<file path="src/rtl/dmem_port_arbiter_pkg.sv">
`default_nettype none
// ---------------------------------------------------------------------------
// dmem_port_arbiter_pkg
//   Shared types and helpers for the MEM-stage data memory port arbiter.
//   Revision: 1.0 - initial release
// ---------------------------------------------------------------------------
package dmem_port_arbiter_pkg;

  // Default data memory size in bytes; legal word addresses are 0..DMEM_BYTES-4.
  localparam int DMEM_BYTES = 32;

  typedef enum logic [0:0] {
    IDLE    = 1'b0,
    SERVE_B = 1'b1
  } arb_state_t;

  // A word access is legal when word aligned and entirely inside the memory.
  function automatic logic addr_legal(input logic [31:0] addr, input int unsigned mem_bytes);
    return (addr[1:0] == 2'b00) && (addr <= (mem_bytes - 32'd4));
  endfunction

endpackage
`default_nettype wire

</file>
<file path="src/rtl/dmem_port_arbiter_if.sv">
`default_nettype none
// ---------------------------------------------------------------------------
// dmem_port_arbiter_if
//   Single data memory port: command from the arbiter, combinational read
//   data back from the memory.
//   Revision: 1.0 - initial release
// ---------------------------------------------------------------------------
interface dmem_port_arbiter_if;
  logic        mem_read;
  logic        mem_write;
  logic [31:0] mem_addr;
  logic [31:0] mem_wdata;
  logic [31:0] mem_rdata;

  modport master (
    output mem_read, mem_write, mem_addr, mem_wdata,
    input  mem_rdata
  );

  modport slave (
    input  mem_read, mem_write, mem_addr, mem_wdata,
    output mem_rdata
  );
endinterface
`default_nettype wire

</file>
<file path="src/rtl/dmem_port_arbiter_sat_counter.sv">
`default_nettype none
// ---------------------------------------------------------------------------
// sat_counter
//   Up counter that sticks at all-ones instead of wrapping.
//   Revision: 1.0 - initial release
// ---------------------------------------------------------------------------
module sat_counter #(
  parameter int CNT_W = 16
) (
  input  wire logic             clk,
  input  wire logic             rst_n,
  input  wire logic             inc,
  output logic [CNT_W-1:0]      count
);

  localparam logic [CNT_W-1:0] C_ONE = {{(CNT_W-1){1'b0}}, 1'b1};

  // Count enabled cycles, holding once every bit is set.
  always_ff @(posedge clk or negedge rst_n) begin
    if (!rst_n) begin
      count <= '0;
    end else if (inc && (count != {CNT_W{1'b1}})) begin
      count <= count + C_ONE;
    end
  end

endmodule
`default_nettype wire

</file>
<file path="src/rtl/dmem_port_arbiter.sv">
`default_nettype none
// ---------------------------------------------------------------------------
// dmem_port_arbiter
//   Sequences lane A / lane B loads and stores onto the single data memory
//   port. A lone request passes straight through; a same-cycle pair is served
//   A then B over two cycles with a one-cycle pipeline stall.
//   Revision: 1.0 - initial release
// ---------------------------------------------------------------------------
module dmem_port_arbiter #(
  parameter int DMEM_BYTES = dmem_port_arbiter_pkg::DMEM_BYTES,
  parameter int CNT_W      = 16
) (
  input  wire logic               clk,
  input  wire logic               btnc_i,
  input  wire logic               a_read_i,
  input  wire logic               a_write_i,
  input  wire logic [31:0]        a_addr_i,
  input  wire logic [31:0]        a_wdata_i,
  input  wire logic               b_read_i,
  input  wire logic               b_write_i,
  input  wire logic [31:0]        b_addr_i,
  input  wire logic [31:0]        b_wdata_i,
  dmem_port_arbiter_if.master     mem,
  output logic [31:0]             a_rdata_o,
  output logic [31:0]             b_rdata_o,
  output logic                    stall_o,
  output logic                    misalign_o,
  output logic [CNT_W-1:0]        conflict_cnt_o
);

  import dmem_port_arbiter_pkg::*;

  arb_state_t  state, state_nx;
  logic [31:0] a_hold, a_hold_nx;
  logic        a_ok, b_ok;
  logic        a_req, b_req;
  logic        a_rd, b_rd;
  logic        bad_access;
  logic        port_rd, port_wr;
  logic        stall_c;
  logic        cnt_inc;

  // Lane qualification: write wins over read, illegal addresses drop out.
  always_comb begin
    a_ok       = addr_legal(a_addr_i, DMEM_BYTES);
    b_ok       = addr_legal(b_addr_i, DMEM_BYTES);
    a_rd       = a_read_i & ~a_write_i;
    b_rd       = b_read_i & ~b_write_i;
    a_req      = (a_read_i | a_write_i) & a_ok;
    b_req      = (b_read_i | b_write_i) & b_ok;
    bad_access = ((a_read_i | a_write_i) & ~a_ok) | ((b_read_i | b_write_i) & ~b_ok);
  end

  // Next state, port steering and per-lane read data.
  always_comb begin
    state_nx      = state;
    a_hold_nx     = a_hold;
    port_rd       = 1'b0;
    port_wr       = 1'b0;
    mem.mem_addr  = 32'h0;
    mem.mem_wdata = 32'h0;
    a_rdata_o     = 32'h0;
    b_rdata_o     = 32'h0;
    stall_c       = 1'b0;
    cnt_inc       = 1'b0;
    case (state)
      IDLE: begin
        if (a_req) begin
          port_rd       = a_rd;
          port_wr       = a_write_i;
          mem.mem_addr  = a_addr_i;
          mem.mem_wdata = a_wdata_i;
          if (b_req) begin
            // A goes first; its load result waits in a_hold for the B cycle.
            a_hold_nx = a_rd ? mem.mem_rdata : 32'h0;
            stall_c   = 1'b1;
            cnt_inc   = 1'b1;
            state_nx  = SERVE_B;
          end else begin
            a_rdata_o = a_rd ? mem.mem_rdata : 32'h0;
          end
        end else if (b_req) begin
          port_rd       = b_rd;
          port_wr       = b_write_i;
          mem.mem_addr  = b_addr_i;
          mem.mem_wdata = b_wdata_i;
          b_rdata_o     = b_rd ? mem.mem_rdata : 32'h0;
        end
      end
      SERVE_B: begin
        // Lane inputs are frozen by the stall, so B is taken from the live ports.
        port_rd       = b_rd;
        port_wr       = b_write_i;
        mem.mem_addr  = b_addr_i;
        mem.mem_wdata = b_wdata_i;
        a_rdata_o     = a_hold;
        b_rdata_o     = mem.mem_rdata;
        state_nx      = IDLE;
      end
      default: state_nx = IDLE;
    endcase
  end

  // Reset low keeps the port quiet so switch loading of memory is untouched.
  always_comb begin
    mem.mem_read  = port_rd & btnc_i;
    mem.mem_write = port_wr & btnc_i;
    stall_o       = stall_c & btnc_i;
  end

  // State, held A load data and sticky misalignment flag.
  always_ff @(posedge clk or negedge btnc_i) begin
    if (!btnc_i) begin
      state      <= IDLE;
      a_hold     <= 32'h0;
      misalign_o <= 1'b0;
    end else begin
      state  <= state_nx;
      a_hold <= a_hold_nx;
      if (bad_access) begin
        misalign_o <= 1'b1;
      end
    end
  end

  sat_counter #(
    .CNT_W (CNT_W)
  ) u_conflict_cnt (
    .clk   (clk),
    .rst_n (btnc_i),
    .inc   (cnt_inc),
    .count (conflict_cnt_o)
  );

endmodule
`default_nettype wire

</file>
<file path="src/flat_wrapper.sv">
// flat-port wrapper written by rule: the top's interface ports become plain ports
module dmem_port_arbiter_flat import dmem_port_arbiter_pkg::*;
#(
  parameter int DMEM_BYTES = dmem_port_arbiter_pkg::DMEM_BYTES,
  parameter int CNT_W      = 16
)
  (clk, btnc_i, a_read_i, a_write_i, a_addr_i, a_wdata_i, b_read_i, b_write_i, b_addr_i, b_wdata_i, a_rdata_o, b_rdata_o, stall_o, misalign_o, conflict_cnt_o, mem_mem_read, mem_mem_write, mem_mem_addr, mem_mem_wdata, mem_mem_rdata);
  dmem_port_arbiter_if mem_i ();
  input  wire logic clk;
  input  wire logic btnc_i;
  input  wire logic a_read_i;
  input  wire logic a_write_i;
  input  wire logic [31:0] a_addr_i;
  input  wire logic [31:0] a_wdata_i;
  input  wire logic b_read_i;
  input  wire logic b_write_i;
  input  wire logic [31:0] b_addr_i;
  input  wire logic [31:0] b_wdata_i;
  output logic [31:0] a_rdata_o;
  output logic [31:0] b_rdata_o;
  output logic stall_o;
  output logic misalign_o;
  output logic [CNT_W-1:0] conflict_cnt_o;
  output wire logic [$bits(mem_i.mem_read)-1:0] mem_mem_read;
  output wire logic [$bits(mem_i.mem_write)-1:0] mem_mem_write;
  output wire logic [$bits(mem_i.mem_addr)-1:0] mem_mem_addr;
  output wire logic [$bits(mem_i.mem_wdata)-1:0] mem_mem_wdata;
  input wire logic [$bits(mem_i.mem_rdata)-1:0] mem_mem_rdata;
  assign mem_mem_read = mem_i.mem_read;
  assign mem_mem_write = mem_i.mem_write;
  assign mem_mem_addr = mem_i.mem_addr;
  assign mem_mem_wdata = mem_i.mem_wdata;
  assign mem_i.mem_rdata = mem_mem_rdata;
  dmem_port_arbiter #(.DMEM_BYTES(DMEM_BYTES), .CNT_W(CNT_W)) u_core (.clk(clk), .btnc_i(btnc_i), .a_read_i(a_read_i), .a_write_i(a_write_i), .a_addr_i(a_addr_i), .a_wdata_i(a_wdata_i), .b_read_i(b_read_i), .b_write_i(b_write_i), .b_addr_i(b_addr_i), .b_wdata_i(b_wdata_i), .mem(mem_i), .a_rdata_o(a_rdata_o), .b_rdata_o(b_rdata_o), .stall_o(stall_o), .misalign_o(misalign_o), .conflict_cnt_o(conflict_cnt_o));
endmodule
</file>
<file path="config.mk">
export PLATFORM = sky130hd
export DESIGN_NAME = dmem_port_arbiter_flat
export DESIGN_NICKNAME = d
export VERILOG_FILES = /design/src/rtl/dmem_port_arbiter_pkg.sv /design/src/rtl/dmem_port_arbiter_if.sv /design/src/rtl/dmem_port_arbiter_sat_counter.sv /design/src/rtl/dmem_port_arbiter.sv /design/src/flat_wrapper.sv
export SDC_FILE = /design/constraint.sdc
export NUM_CORES = 1
export LEC_CHECK = 0
export ABC_AREA = 0
export BUFFER_PORTS_ARGS = -buffer_cell sky130_fd_sc_hd__buf_2
export CAP_MARGIN = 10
export CORE_AREA = 4 4 121 123
export CTS_CLUSTER_SIZE = 16
export DETAILED_ROUTE_END_ITERATION = 10
export DIE_AREA = 0 0 125 127
export SLEW_MARGIN = 40
export SYNTH_ARGS = -nofsm -noshare
export SYNTH_HDL_FRONTEND = slang
export SYNTH_SLANG_ARGS = --single-unit
</file>
<file path="constraint.sdc">
create_clock -name clk -period 2.1 [get_ports clk]
set_input_delay 0.315 -clock clk [delete_from_list [all_inputs] [get_ports clk]]
set_output_delay 0.315 -clock clk [all_outputs]
set_load 0.01 [all_outputs]
</file>
**Word level (Yosys, flattened, before mapping)**

Cells that the tools add are included.

- Word-level logic and storage cells: 55
- Flip-flop bits (word level): 50
- Memory bits (writable): 0
- Bits of input ports: 166
- Latch bits: 0
- Output and inout bits: 148
- Memory bits (read-only): 0
- Memories kept: 0

- Add/subtract/negate cells: 1
- Bitwise logic cells: 17
- Shift-type cells: 0
- Magnitude comparators: 2
- Reductions and logical operators: 6
- Divide/modulo/power cells: 0
- Muxes and demuxes: 24
- $mul: 0
- Equality and inequality tests: 1

Operator list:

| cell | number |
|---|---|
| 2-to-1 mux 32 bit | 10 |
| case mux 32 bit (2 select lines) | 4 |
| <= comparator 32 x 5 -> 1 bit (second input constant) | 2 |
| adder 16 x 1 -> 16 bit (second input constant) | 1 |
| inequality test 16 bit (second input constant) | 1 |
| bitwise AND 1 bit | 9 |
| 2-to-1 mux 1 bit | 7 |
| case mux 1 bit (2 select lines) | 3 |
| NOT 1 bit | 5 |
| logical NOT 2 bit | 2 |
| logical AND 1 bit | 3 |
| OR 1 bit | 3 |
| AND reduction 3 bit | 1 |

**Depth between registers and ports, before layout**

- Depth after elaboration: 7
- Depth in mapped cells: 7
- Mapped depth without buffers: 6

**Hierarchy**

Synthesis repeated with hierarchy kept, for this count alone.

- Cell total of the unflattened synthesis: 506
- Area, all modules: 3816.2 µm²

Modules (own cells, without submodules):

| module | seq. area each (µm²) | instances | cells each | area each (µm²) |
|---|---|---|---|---|
| dmem_port_arbiter | 850.8 | 1 | 434 | 2956.6 |
| sat_counter | 400.4 | 1 | 72 | 859.6 |

**Worst setup path before layout**

Ideal clock, no wire load.

- Path type: in2out
- From: in a_addr_i[26]
- To: out mem_mem_addr[3]
- Slack: 1 ps
- Cell stages on the path: 7
- Data required time: 1785 ps
- Path buffers: 2
- Arrival: 1784 ps
- Cells stage by stage: nor4_1 > nand4_1 > or3_1 > a21o_1 > buf_4 > buf_6 > a22o_1

- Longest elaborated chain between the ends: 5

RTL lines:

| what | line | RTL |
|---|---|---|
| start, declared | flat_wrapper.sv:13 | `input wire logic [31:0] a_addr_i;` |
| <= comparator 32 x 5 -> 1 bit | dmem_port_arbiter_pkg.sv:19 | `return (addr[1:0] == 2'b00) && (addr <= (mem_bytes - 32'd4));` |
| logical AND 1 bit | dmem_port_arbiter_pkg.sv:19 |  |
| bitwise AND 1 bit | dmem_port_arbiter.sv:49 | `a_req = (a_read_i \| a_write_i) & a_ok;` |
| 2-to-1 mux 32 bit | dmem_port_arbiter.sv:68 | `if (a_req) begin` |
| case mux 32 bit (2 select lines) | dmem_port_arbiter.sv:66 | `case (state)` |
| end, declared | flat_wrapper.sv:26 | `output wire logic [$bits(mem_i.mem_addr)-1:0] mem_mem_addr;` |

No other way between the ends.

**Final worst setup path**

- From: in a_addr_i[10]
- To: out mem_mem_wdata[17]

- Longest elaborated chain between the ends: 5

RTL lines:

| what | line | RTL |
|---|---|---|
| <= comparator 32 x 5 -> 1 bit | dmem_port_arbiter_pkg.sv:19 |  |
| logical AND 1 bit | dmem_port_arbiter_pkg.sv:19 |  |
| bitwise AND 1 bit | dmem_port_arbiter.sv:49 |  |
| 2-to-1 mux 32 bit | dmem_port_arbiter.sv:68 |  |
| case mux 32 bit (2 select lines) | dmem_port_arbiter.sv:66 |  |
| end, declared | flat_wrapper.sv:27 | `output wire logic [$bits(mem_i.mem_wdata)-1:0] mem_mem_wdata;` |

No other way between the ends.

==> run summary <==
outcome: complete, but fails checks
failing checks: setup timing
share of post-route cells with drive strength above 1: 0.5533
most common cell after layout, fill and taps aside: buf_2
die height: 127 um
Cell Pwr Density: 337.1 nW/um^2
met1 wire length: 6386 um
Synth warnings: 0
Syn-to-layout area delta: 76.60%
crit share post-route: 1.159
# rows: 43
met2 routed wirelength: 8367 um
Flop pwr share: 0.438
final-report max-slew violation count: 0
Tightest Hold Check Type: input pin to asynchronous set/reset pin
CP arrival: 2.12 ns
CTS Buf Count: 5
CTS tree: done
relative slew slack: 0.6399
hpwl dp: 13370 um
clk sinks: 50
Reg2Reg Depth: 5
synthesized cell area: 3695 sq um
crit-path max FO: 18
Port Buffers: 313
routed len/inst: 16.75 um
Pint: 1.701 mW
final global-route overflow total: 0
DRT iter0 DRCs: 225
total chip power: 2.200 mW
sequential area share after synthesis: 0.3386
final setup fails: 128
max_cap viols: 0
Clock Tree Root: clkbuf_16
Nets: 963
Clk pwr share: 0.406
crit path launch type: input pin
syn_nets: 605
reg2reg setup slack: 0.29 ns
register area: 1251 sq um
routability cong.: 0.8894
worst skew pair latency: 0.28 ns
num ports: 314
CTS Hold Bufs: 0
first-pass GRT wire length: 25160 um
pin count of the biggest net entering global routing: 33
Peak VDD IR: 0.2668 mV
RSZ-0062 raised after global routing: true
Clock Path Buffers: 2
Synth Area per Inst: 8.436 sq um
WL met3: 1279 um
DIE WIDTH: 125 um
Tightest Pin Transition: 0.5360 ns
vias per std cell: 4.921
Fillers: 1391
footprint of the multi-input gates: 2487 sq um
via count: 4813
Hold Violations, Final: 0
routed wire length: 16380 um
Final min period: 2.433 ns
sw frac: 0.2265
setup tns final: -32.07 ns
1st-pass router iterations: 4
clock skew: 0.003070 ns
total die area: 15880 sq um
FMAX: 0.4109 GHz
Initial Util: 0.2704
CTS H-tree depth: 2
clk slew on worst S/H paths: 0.06 ns
gr usage total: 0.1933
antenna violations before repair: 1
Final WS setup: -0.3335 ns
power share of the combinational group: 0.156
Seq cells post-synth: 50
dpl ws: -0.5469 ns
Mapped Cells: 438
Net Sw Power: 498.3 uW
commonest non-fill, non-tap cells in the layout: buf_2 (296), a22o_1 (66), buf_4 (64)
Lkg Pwr: 3.445 nW
DRC violations left: 0
required time of the critical path: 1.78 ns
reg2reg start: u_core.u_conflict_cnt.count[12]
vias in the first global route: 4775
DR top layer: met5
synth unique cells: 37
critical path class: input pin to output port
worst r2r dst: u_core.u_conflict_cnt.count[1]
core box area: 13670 sq um
Worst setup EP type: output port
Routed Antenna Nets: 0
stage by stage:
| stage | std cells | area, sq um | hold slack [ns] | util |
|---|---|---|---|---|
| 6_report | 978 | 6525 | 0.07334 | 0.4775 |
| 5_1_grt | 977 | 6523 | 0.1175 | 0.4773 |
| 4_1_cts | 973 | 6290 | 0.08308 | 0.4603 |
| 3_5_place_dp | 963 | 5937 | 0.3912 | 0.4344 |
| 3_3_place_gp | 963 | 5937 | 0.3835 | 0.4344 |
| 2_1_floorplan | 438 | 3695 | 0.01941 | - |
worst max-delay path, stage by stage:
cell and delay (ns):
buf_6 0.10, nor4_4 0.29, buf_4 0.16, nand4_1 0.14
or3_4 0.38, a21o_4 0.25, buf_12 0.15, a22o_1 0.19
buf_2 0.14
per-layer routing:
metal / vias to the layer above / track usage
met2: 200 / 0.3404
li1: 2332 / -
met4: 2 / 0.05421
met1: 2254 / 0.2361
met3: 25 / 0.04724
met5: - / 0
registers in the layout, indices dropped and copies added, names as in the netlist:
register and cells:
u_core.a_hold 32, u_core.u_conflict_cnt.count 16, u_core.misalign_o 1, u_core.state 1
how the worst max path moves through the flow:
| stage | from | end | slack (ns) | depth (start not counted) |
|---|---|---|---|---|
| final | a_addr_i[10] | mem_mem_wdata[17] | -0.33 | 9 |
| after floorplan | a_addr_i[26] | mem_mem_addr[3] | 0.0006 | 7 |
| after global placement | a_addr_i[10] | mem_mem_addr[19] | -0.50 | 9 |
| after detailed placement | a_addr_i[10] | mem_mem_wdata[17] | -0.55 | 9 |
| after CTS | a_addr_i[10] | mem_mem_wdata[23] | -0.34 | 9 |
| after global routing | a_addr_i[10] | mem_mem_wdata[17] | -0.42 | 9 |
area by class of cell:
| class | instances | area share |
|---|---|---|
| Multi-Input combinational cell | 345 | 0.3812 |
| Inverter | 4 | 0.002301 |
| Clock inverter | 3 | 0.006136 |
| Tap cell | 180 | 0.03452 |
| Antenna cell | 1 | 0.0003835 |
| Clock buffer | 5 | 0.01918 |
| Sequential cell | 50 | 0.1918 |
| Timing Repair Buffer | 390 | 0.3645 |
cell usage after synthesis:
| master | number | share of area |
|---|---|---|
| a22o_1 | 67 | 0.16 |
| o21ai_0 | 59 | 0.080 |
| dfrtp_1 | 50 | 0.34 |
| nand2_1 | 38 | 0.039 |
| nor2b_1 | 34 | 0.058 |
| and2_1 | 31 | 0.052 |
| clkbuf_1 | 19 | 0.019 |
| nor4_1 | 16 | 0.027 |
| nand3_1 | 15 | 0.020 |
| buf_2 | 13 | 0.018 |
| nand4_1 | 13 | 0.022 |
| nor2_1 | 10 | 0.010 |
| xor2_1 | 10 | 0.024 |
| nor3_1 | 9 | 0.012 |
| nor3_2 | 8 | 0.022 |
| o21ai_1 | 6 | 0.0081 |
| buf_6 | 5 | 0.015 |
| a31oi_1 | 4 | 0.0068 |
| and3_1 | 4 | 0.0068 |
| inv_1 | 4 | 0.0041 |
| xnor2_1 | 4 | 0.0095 |
| and4_1 | 2 | 0.0047 |
| nor4_2 | 2 | 0.0068 |
| or3_1 | 2 | 0.0034 |
| a21o_1 | 1 | 0.0020 |
| a21oi_1 | 1 | 0.0014 |
| buf_1 | 1 | 0.0010 |
| buf_4 | 1 | 0.0020 |
| ha_1 | 1 | 0.0034 |
| mux2_2 | 1 | 0.0030 |
| nand2b_1 | 1 | 0.0017 |
| nand3b_1 | 1 | 0.0020 |
| nand3b_4 | 1 | 0.0054 |
| nand4b_1 | 1 | 0.0024 |
| nor4_4 | 1 | 0.0058 |
| o221ai_1 | 1 | 0.0024 |
| or4_1 | 1 | 0.0020 |
cell families (layout without fill, tap and decap cells):
logic type / Yosys count / count (layout) / share of synthesized area
XOR/XNOR: 14 / 14 / 0.03318
multiplexers: 1 / 1 / 0.003048
adder cells (fa/ha/maj): 1 / 1 / 0.003386
other: 0 / 1 / 0
flip-flops: 50 / 50 / 0.3386
AO/OA/AOI/OAI: 139 / 139 / 0.2594
buffers and inverters: 43 / 402 / 0.05926
AND/OR/NAND/NOR: 190 / 190 / 0.3031
power groups by stage:
stage	logic, mW	clock network, mW	registers, mW
6_report	0.343	0.894	0.963
5_1_grt	0.377	0.964	0.962
4_1_cts	0.321	0.925	0.963
3_5_place_dp	0.298	0	0.981
3_3_place_gp	0.297	0	0.981
2_1_floorplan	0.0414	0	0.981
what timing repair did:
| item | CTS | global route |
|---|---|---|
| setup buffers | 2 | 4 |
| resized for setup | 32 | 36 |
| endpoints found under the setup margin | 129 | 131 |
| pin swaps | 6 | 11 |
Power figures use the tool's default switching activity.
